==> config.mk <==
export PLATFORM = sky130hd
export DESIGN_NAME = loop_buffer_ctrl
export DESIGN_NICKNAME = d
export VERILOG_FILES = /design/src/rtl/loop_buffer_ctrl.sv
export SDC_FILE = /design/constraint.sdc
export NUM_CORES = 1
export LEC_CHECK = 0
export ABC_AREA = 1
export CELL_PAD_IN_SITES_DETAIL_PLACEMENT = 1
export CELL_PAD_IN_SITES_GLOBAL_PLACEMENT = 1
export CORE_MARGIN = 10
export CORE_UTILIZATION = 50
export CTS_BUF_LIST = sky130_fd_sc_hd__clkbuf_4 sky130_fd_sc_hd__clkbuf_8 sky130_fd_sc_hd__clkbuf_16
export DETAILED_ROUTE_END_ITERATION = 10
export PLACE_DENSITY = 0.81
export SLEW_MARGIN = 20
export SYNTH_ARGS = -nofsm -noshare
export SYNTH_HDL_FRONTEND = slang
export SYNTH_SLANG_ARGS = --single-unit
==> constraint.sdc <==
create_clock -name clk -period 9 [get_ports clk]
set_input_delay 0.9 -clock clk [delete_from_list [all_inputs] [get_ports clk]]
set_output_delay 0.9 -clock clk [all_outputs]
set_load 0.01 [all_outputs]
==> src/rtl/loop_buffer_ctrl.sv <==
// Loop buffer controller: detects short backward loops at IF/ID, captures one
// iteration of the body and replays it to decode while fetch is stalled.
module loop_buffer_ctrl #(
  parameter int unsigned XLEN   = 32,
  parameter int unsigned DEPTH  = 16,
  parameter int unsigned ITER_W = 16
) (
  input  logic              clk,
  input  logic              reset,
  input  logic              in_valid,
  input  logic [XLEN-1:0]   in_pc,
  input  logic [31:0]       in_instr,
  input  logic [XLEN-1:0]   in_imm,
  input  logic              mispredict,
  input  logic              ext_flush,
  input  logic              replay_ready,
  output logic              out_valid,
  output logic [31:0]       out_instr,
  output logic [XLEN-1:0]   out_pc,
  output logic              fetch_block,
  output logic              flush,
  output logic [XLEN-1:0]   redirect_pc,
  output logic              loop_active,
  output logic [ITER_W-1:0] iter_count
);

  localparam int unsigned PW = $clog2(DEPTH);
  localparam logic [6:0] OP_BR   = 7'b1100011;
  localparam logic [6:0] OP_JAL  = 7'b1101111;
  localparam logic [6:0] OP_JALR = 7'b1100111;
  localparam logic [XLEN-1:0] MAX_NEG = XLEN'(4 * (DEPTH - 1));

  typedef enum logic [1:0] {S_IDLE, S_FILL, S_REPLAY, S_EXIT} state_e;

  state_e            state_q, state_d;
  logic [XLEN-1:0]   br_pc_q, br_pc_d;
  logic [XLEN-1:0]   tgt_pc_q, tgt_pc_d;
  logic [PW-1:0]     len_m1_q, len_m1_d;
  logic [PW-1:0]     wr_ptr_q, wr_ptr_d;
  logic [PW-1:0]     rd_ptr_q, rd_ptr_d;
  logic [ITER_W-1:0] iter_q, iter_d;
  logic              flush_q, flush_d;
  logic [XLEN-1:0]   redirect_q, redirect_d;
  logic [31:0]       mem_q [DEPTH];

  logic [6:0]        opcode;
  logic              is_brjal, is_cf, detect;
  logic [XLEN-1:0]   neg_imm, fill_pc, rd_pc;
  logic              mem_we, fill_close;

  always_comb begin
    opcode   = in_instr[6:0];
    is_brjal = (opcode == OP_BR) || (opcode == OP_JAL);
    is_cf    = is_brjal || (opcode == OP_JALR);
    neg_imm  = '0 - in_imm;
    // A negative, word-aligned offset whose magnitude fits in DEPTH-1 words.
    detect   = in_valid && is_brjal && in_imm[XLEN-1] && (in_imm[1:0] == 2'b00)
               && (neg_imm <= MAX_NEG);
    fill_pc  = tgt_pc_q + XLEN'({wr_ptr_q, 2'b00});
    rd_pc    = tgt_pc_q + XLEN'({rd_ptr_q, 2'b00});
  end

  always_comb begin
    state_d    = state_q;
    br_pc_d    = br_pc_q;
    tgt_pc_d   = tgt_pc_q;
    len_m1_d   = len_m1_q;
    wr_ptr_d   = wr_ptr_q;
    rd_ptr_d   = rd_ptr_q;
    iter_d     = iter_q;
    flush_d    = 1'b0;
    redirect_d = '0;
    mem_we     = 1'b0;
    fill_close = 1'b0;

    case (state_q)
      S_IDLE: begin
        if (detect) begin
          br_pc_d  = in_pc;
          tgt_pc_d = in_pc + in_imm;
          len_m1_d = neg_imm[PW+1:2];
          wr_ptr_d = '0;
          state_d  = S_FILL;
        end
      end
      S_FILL: begin
        if (in_valid) begin
          if (in_pc != fill_pc) begin
            state_d = S_IDLE;
          end else begin
            mem_we = 1'b1;
            if (wr_ptr_q == len_m1_q) begin
              if (in_pc == br_pc_q) begin
                fill_close = 1'b1;
                rd_ptr_d   = '0;
                iter_d     = '0;
                state_d    = S_REPLAY;
              end else begin
                state_d = S_IDLE;
              end
            end else if (is_cf) begin
              state_d = S_IDLE;
            end else begin
              wr_ptr_d = wr_ptr_q + PW'(1);
            end
          end
        end
      end
      S_REPLAY: begin
        if (mispredict) begin
          flush_d    = 1'b1;
          redirect_d = br_pc_q + XLEN'(4);
          state_d    = S_EXIT;
        end else if (replay_ready) begin
          if (rd_ptr_q == len_m1_q) begin
            rd_ptr_d = '0;
            if (iter_q != '1) iter_d = iter_q + ITER_W'(1);
          end else begin
            rd_ptr_d = rd_ptr_q + PW'(1);
          end
        end
      end
      S_EXIT: state_d = S_IDLE;
      default: state_d = S_IDLE;
    endcase

    // ext_flush overrides everything, including a same-cycle mispredict exit.
    if (ext_flush) begin
      state_d    = S_IDLE;
      flush_d    = 1'b0;
      redirect_d = '0;
      fill_close = 1'b0;
      mem_we     = 1'b0;
      rd_ptr_d   = rd_ptr_q;
      iter_d     = iter_q;
    end
  end

  always_ff @(posedge clk or posedge reset) begin
    if (reset) begin
      state_q    <= S_IDLE;
      br_pc_q    <= '0;
      tgt_pc_q   <= '0;
      len_m1_q   <= '0;
      wr_ptr_q   <= '0;
      rd_ptr_q   <= '0;
      iter_q     <= '0;
      flush_q    <= 1'b0;
      redirect_q <= '0;
    end else begin
      state_q    <= state_d;
      br_pc_q    <= br_pc_d;
      tgt_pc_q   <= tgt_pc_d;
      len_m1_q   <= len_m1_d;
      wr_ptr_q   <= wr_ptr_d;
      rd_ptr_q   <= rd_ptr_d;
      iter_q     <= iter_d;
      flush_q    <= flush_d;
      redirect_q <= redirect_d;
    end
  end

  always_ff @(posedge clk) begin
    if (mem_we) mem_q[wr_ptr_q] <= in_instr;
  end

  always_comb begin
    out_valid   = (state_q == S_REPLAY);
    loop_active = out_valid;
    out_instr   = out_valid ? mem_q[rd_ptr_q] : '0;
    out_pc      = out_valid ? rd_pc : '0;
    fetch_block = out_valid || fill_close;
    flush       = flush_q;
    redirect_pc = redirect_q;
    iter_count  = iter_q;
  end

endmodule

==> metrics <==
Max-Cap Viols=0; DIE AREA=0.0718 mm²; syn avg cell area=10.1 µm²; Worst-path clk slew=60 ps; most frequent cells in the layout=edfxtp_1, nor2_1, nand2_1; CTS tree=yes; Seq cells post-synth=639; Routed Antenna Nets=0; gr ovfl total=0; core area=0.0606 mm²; Starting Density=0.508; Vias=24985; minimum clock period after layout=5960 ps; share of cells above drive strength 1=0.0675; I/O pin count=218; Detailed Route WL=108000 µm; leading cell type in the layout, fill and taps excluded=edfxtp_1; Slew Limit Headroom=0.228; antenna violations before repair=6; YS warnings=0; All-Layer GR Usage=0.296; postcts setup bufs=0; critical path class=reg2out; Setup Skew=28.9 ps; wire length on met3=7920 µm; Fmax=168 MHz; IO Port Bufs=217; top sig layer=met5; vias per cell=6.13; gpl congestion=0.904; Syn Nets=3210; floorplan row count=90; critical path arrival=5060 ps; Crit Path Max Fanout=110; Worst-Margin Slew=1160 ps; DRT Pass-1 Iters=6; Worst Setup End Kind=primary output; unrepaired setup endpoints after global routing=no; CP max stage cell=buf_4; max-slew violation count=0; # setup viols final=0; crit-path max cell delay=940 ps; leakage power=13.3 nW; outcome=complete, no violations; post-cts hold buffer count=0; die span in x=268 µm; CTS-repair resized insts=0; Mapped Area=0.0308 mm²; worst vdd ir=183 µV; data required time of the worst path=8100 ps; Critical Path, Cell by Cell=buf_4, buf_4, o21ai_0, o221ai_1, o211ai_1, a21oi_1, clkdlybuf4s50_1; dpl hpwl=67900 µm; TritonCTS Buffers=68; nets=3389; CTS Buffer Depth=3; final period utilization=0.662; worst skew pair latency=610 ps; Root Buffer=clkbuf_16; total negative setup slack=0 ps; pwr dens=177 mW/mm²; H-tree depth=3; DRC Markers=0; Startpoint Class=flip-flop; WL per Instance=26.4 µm; most used cell, CP=buf_4; synth unique cells=49; Die H=268 µm; Worst Hold Class=reg2reg; Area Overhead vs Synth=16.6%; vias in the first global route=26077; Metal-1 WL=44900 µm; largest net degree at the start of global routing=111; Post-Syn Instances=3059; met2 wire length=51400 µm; wire length of the first global-routing pass=161000 µm; sequential share of the synthesized area=0.603; Fin. Hold Viols=0; clock sinks=639; Pwr Total=6.34 mW; Starting DRT DRC Count=2592
synth_stat cells (all sizes together):
cell / instances / area [µm²]
a21boi: 1 / 7.51
nand4: 25 / 156
a21oi: 155 / 776
clkbuf: 119 / 448
nand3: 129 / 673
mux2: 9 / 101
xor2: 62 / 543
and3: 1 / 6.26
a311oi: 2 / 17.5
mux2i: 1 / 10.0
o211a: 1 / 10.0
o21a: 8 / 60.1
o221ai: 90 / 788
o21bai: 4 / 30.0
o22ai: 39 / 244
xnor2: 36 / 315
nand3b: 9 / 67.6
buf: 20 / 120
inv: 223 / 837
or2: 8 / 50.1
o21ai: 370 / 1850
clkinv: 3 / 11.3
nand2: 431 / 1640
nor2: 490 / 1940
nor4: 12 / 75.1
nor3b: 1 / 7.51
o31ai: 1 / 7.51
nor3: 66 / 365
a31oi: 6 / 37.5
edfxtp: 512 / 15400
dfrtp: 127 / 3180
fa: 3 / 60.1
ha: 46 / 576
a221oi: 3 / 26.3
a21o: 2 / 15.0
o211ai: 44 / 330
state kept, by name (all words and copies together), names as in the netlist:
signal / cells
mem_q: 512
br_pc_q: 32
redirect_pc: 32
tgt_pc_q: 32
iter_count: 16
len_m1_q: 4
rd_ptr_q: 4
wr_ptr_q: 4
state_q: 2
flush: 1
report_power, final:
| part | total (mW) | leakage, nW | switching, mW | internal [mW] |
|---|---|---|---|---|
| combinational | 0.379 | 6.10 | 0.262 | 0.117 |
| clock | 2.76 | 1.09 | 1.18 | 1.58 |
| sequential | 3.20 | 6.13 | 0.00386 | 3.19 |
| total | 6.34 | 13.3 | 1.45 | 4.89 |
cell families (layout without fill, tap and decap cells):
kind of cell / Yosys count / in the layout / share of synthesized area
AND/OR/NAND/NOR: 1172 / 1172 / 0.162
multiplexers: 10 / 10 / 0.00362
flip-flops: 639 / 639 / 0.603
buffers and inverters: 365 / 596 / 0.0460
adder cells (fa/ha/maj): 49 / 49 / 0.0207
XOR/XNOR: 98 / 98 / 0.0279
AO/OA/AOI/OAI: 726 / 726 / 0.137
other: 0 / 2 / 0
area by class of cell:
class / instances / area [µm²]
clock buffer: 88 / 1890
antenna: 2 / 5.00
multi-input combinational: 2055 / 10900
tap: 782 / 978
timing repair buffer: 248 / 2400
clock inverter: 34 / 273
sequential: 639 / 18600
fill: 6568 / 24700
inverter: 226 / 856
worst paths after layout:
check                                             start                       end  slack [ps]  cells after the start
worst min register to register   br_pc_q[2]$_DFFE_PP0P_  redirect_pc[2]$_DFF_PP0_         550                      1
worst max register to register  wr_ptr_q[0]$_DFFE_PP0P_   mem_q[13][16]$_DFFE_PP_        4700                     19
max in group asynchronous                         reset   rd_ptr_q[1]$_DFFE_PP0P_        6660                      3
worst min-delay path             br_pc_q[2]$_DFFE_PP0P_  redirect_pc[2]$_DFF_PP0_         550                      1
min in group asynchronous                         reset           flush$_DFF_PP0_         770                      2
worst max-delay path            rd_ptr_q[0]$_DFFE_PP0P_             out_instr[10]        3040                      7
per-layer routing:
layer / GRT usage / up-vias
met5: 0 / -
met4: 0.105 / 10
met3: 0.0528 / 229
met2: 0.483 / 984
met1: 0.392 / 12607
li1: - / 11155
stage by stage:
stage / cell area, µm² / setup WS (ps) / hold WS (ps) / std cells / utilization
after CTS: 35900 / 3110 / 537 / 4072 / 0.592
after detailed placement: 33700 / 3810 / 525 / 3950 / 0.556
after global routing: 35900 / 2850 / 570 / 4073 / 0.592
after global placement: 33700 / 4050 / 520 / 3950 / 0.556
after floorplan: 30800 / 3890 / 454 / 3059 / -
final: 35900 / 3040 / 547 / 4074 / 0.592
critical path: cells and delay by family, from the launching register on:
| family | cells | cell delay (ps) |
|---|---|---|
| AO/OA/AOI/OAI | 4 | 1030 |
| buffers and inverters | 3 | 2420 |
| flip-flops | 1 | 780 |
Power figures use the tool's default switching activity.
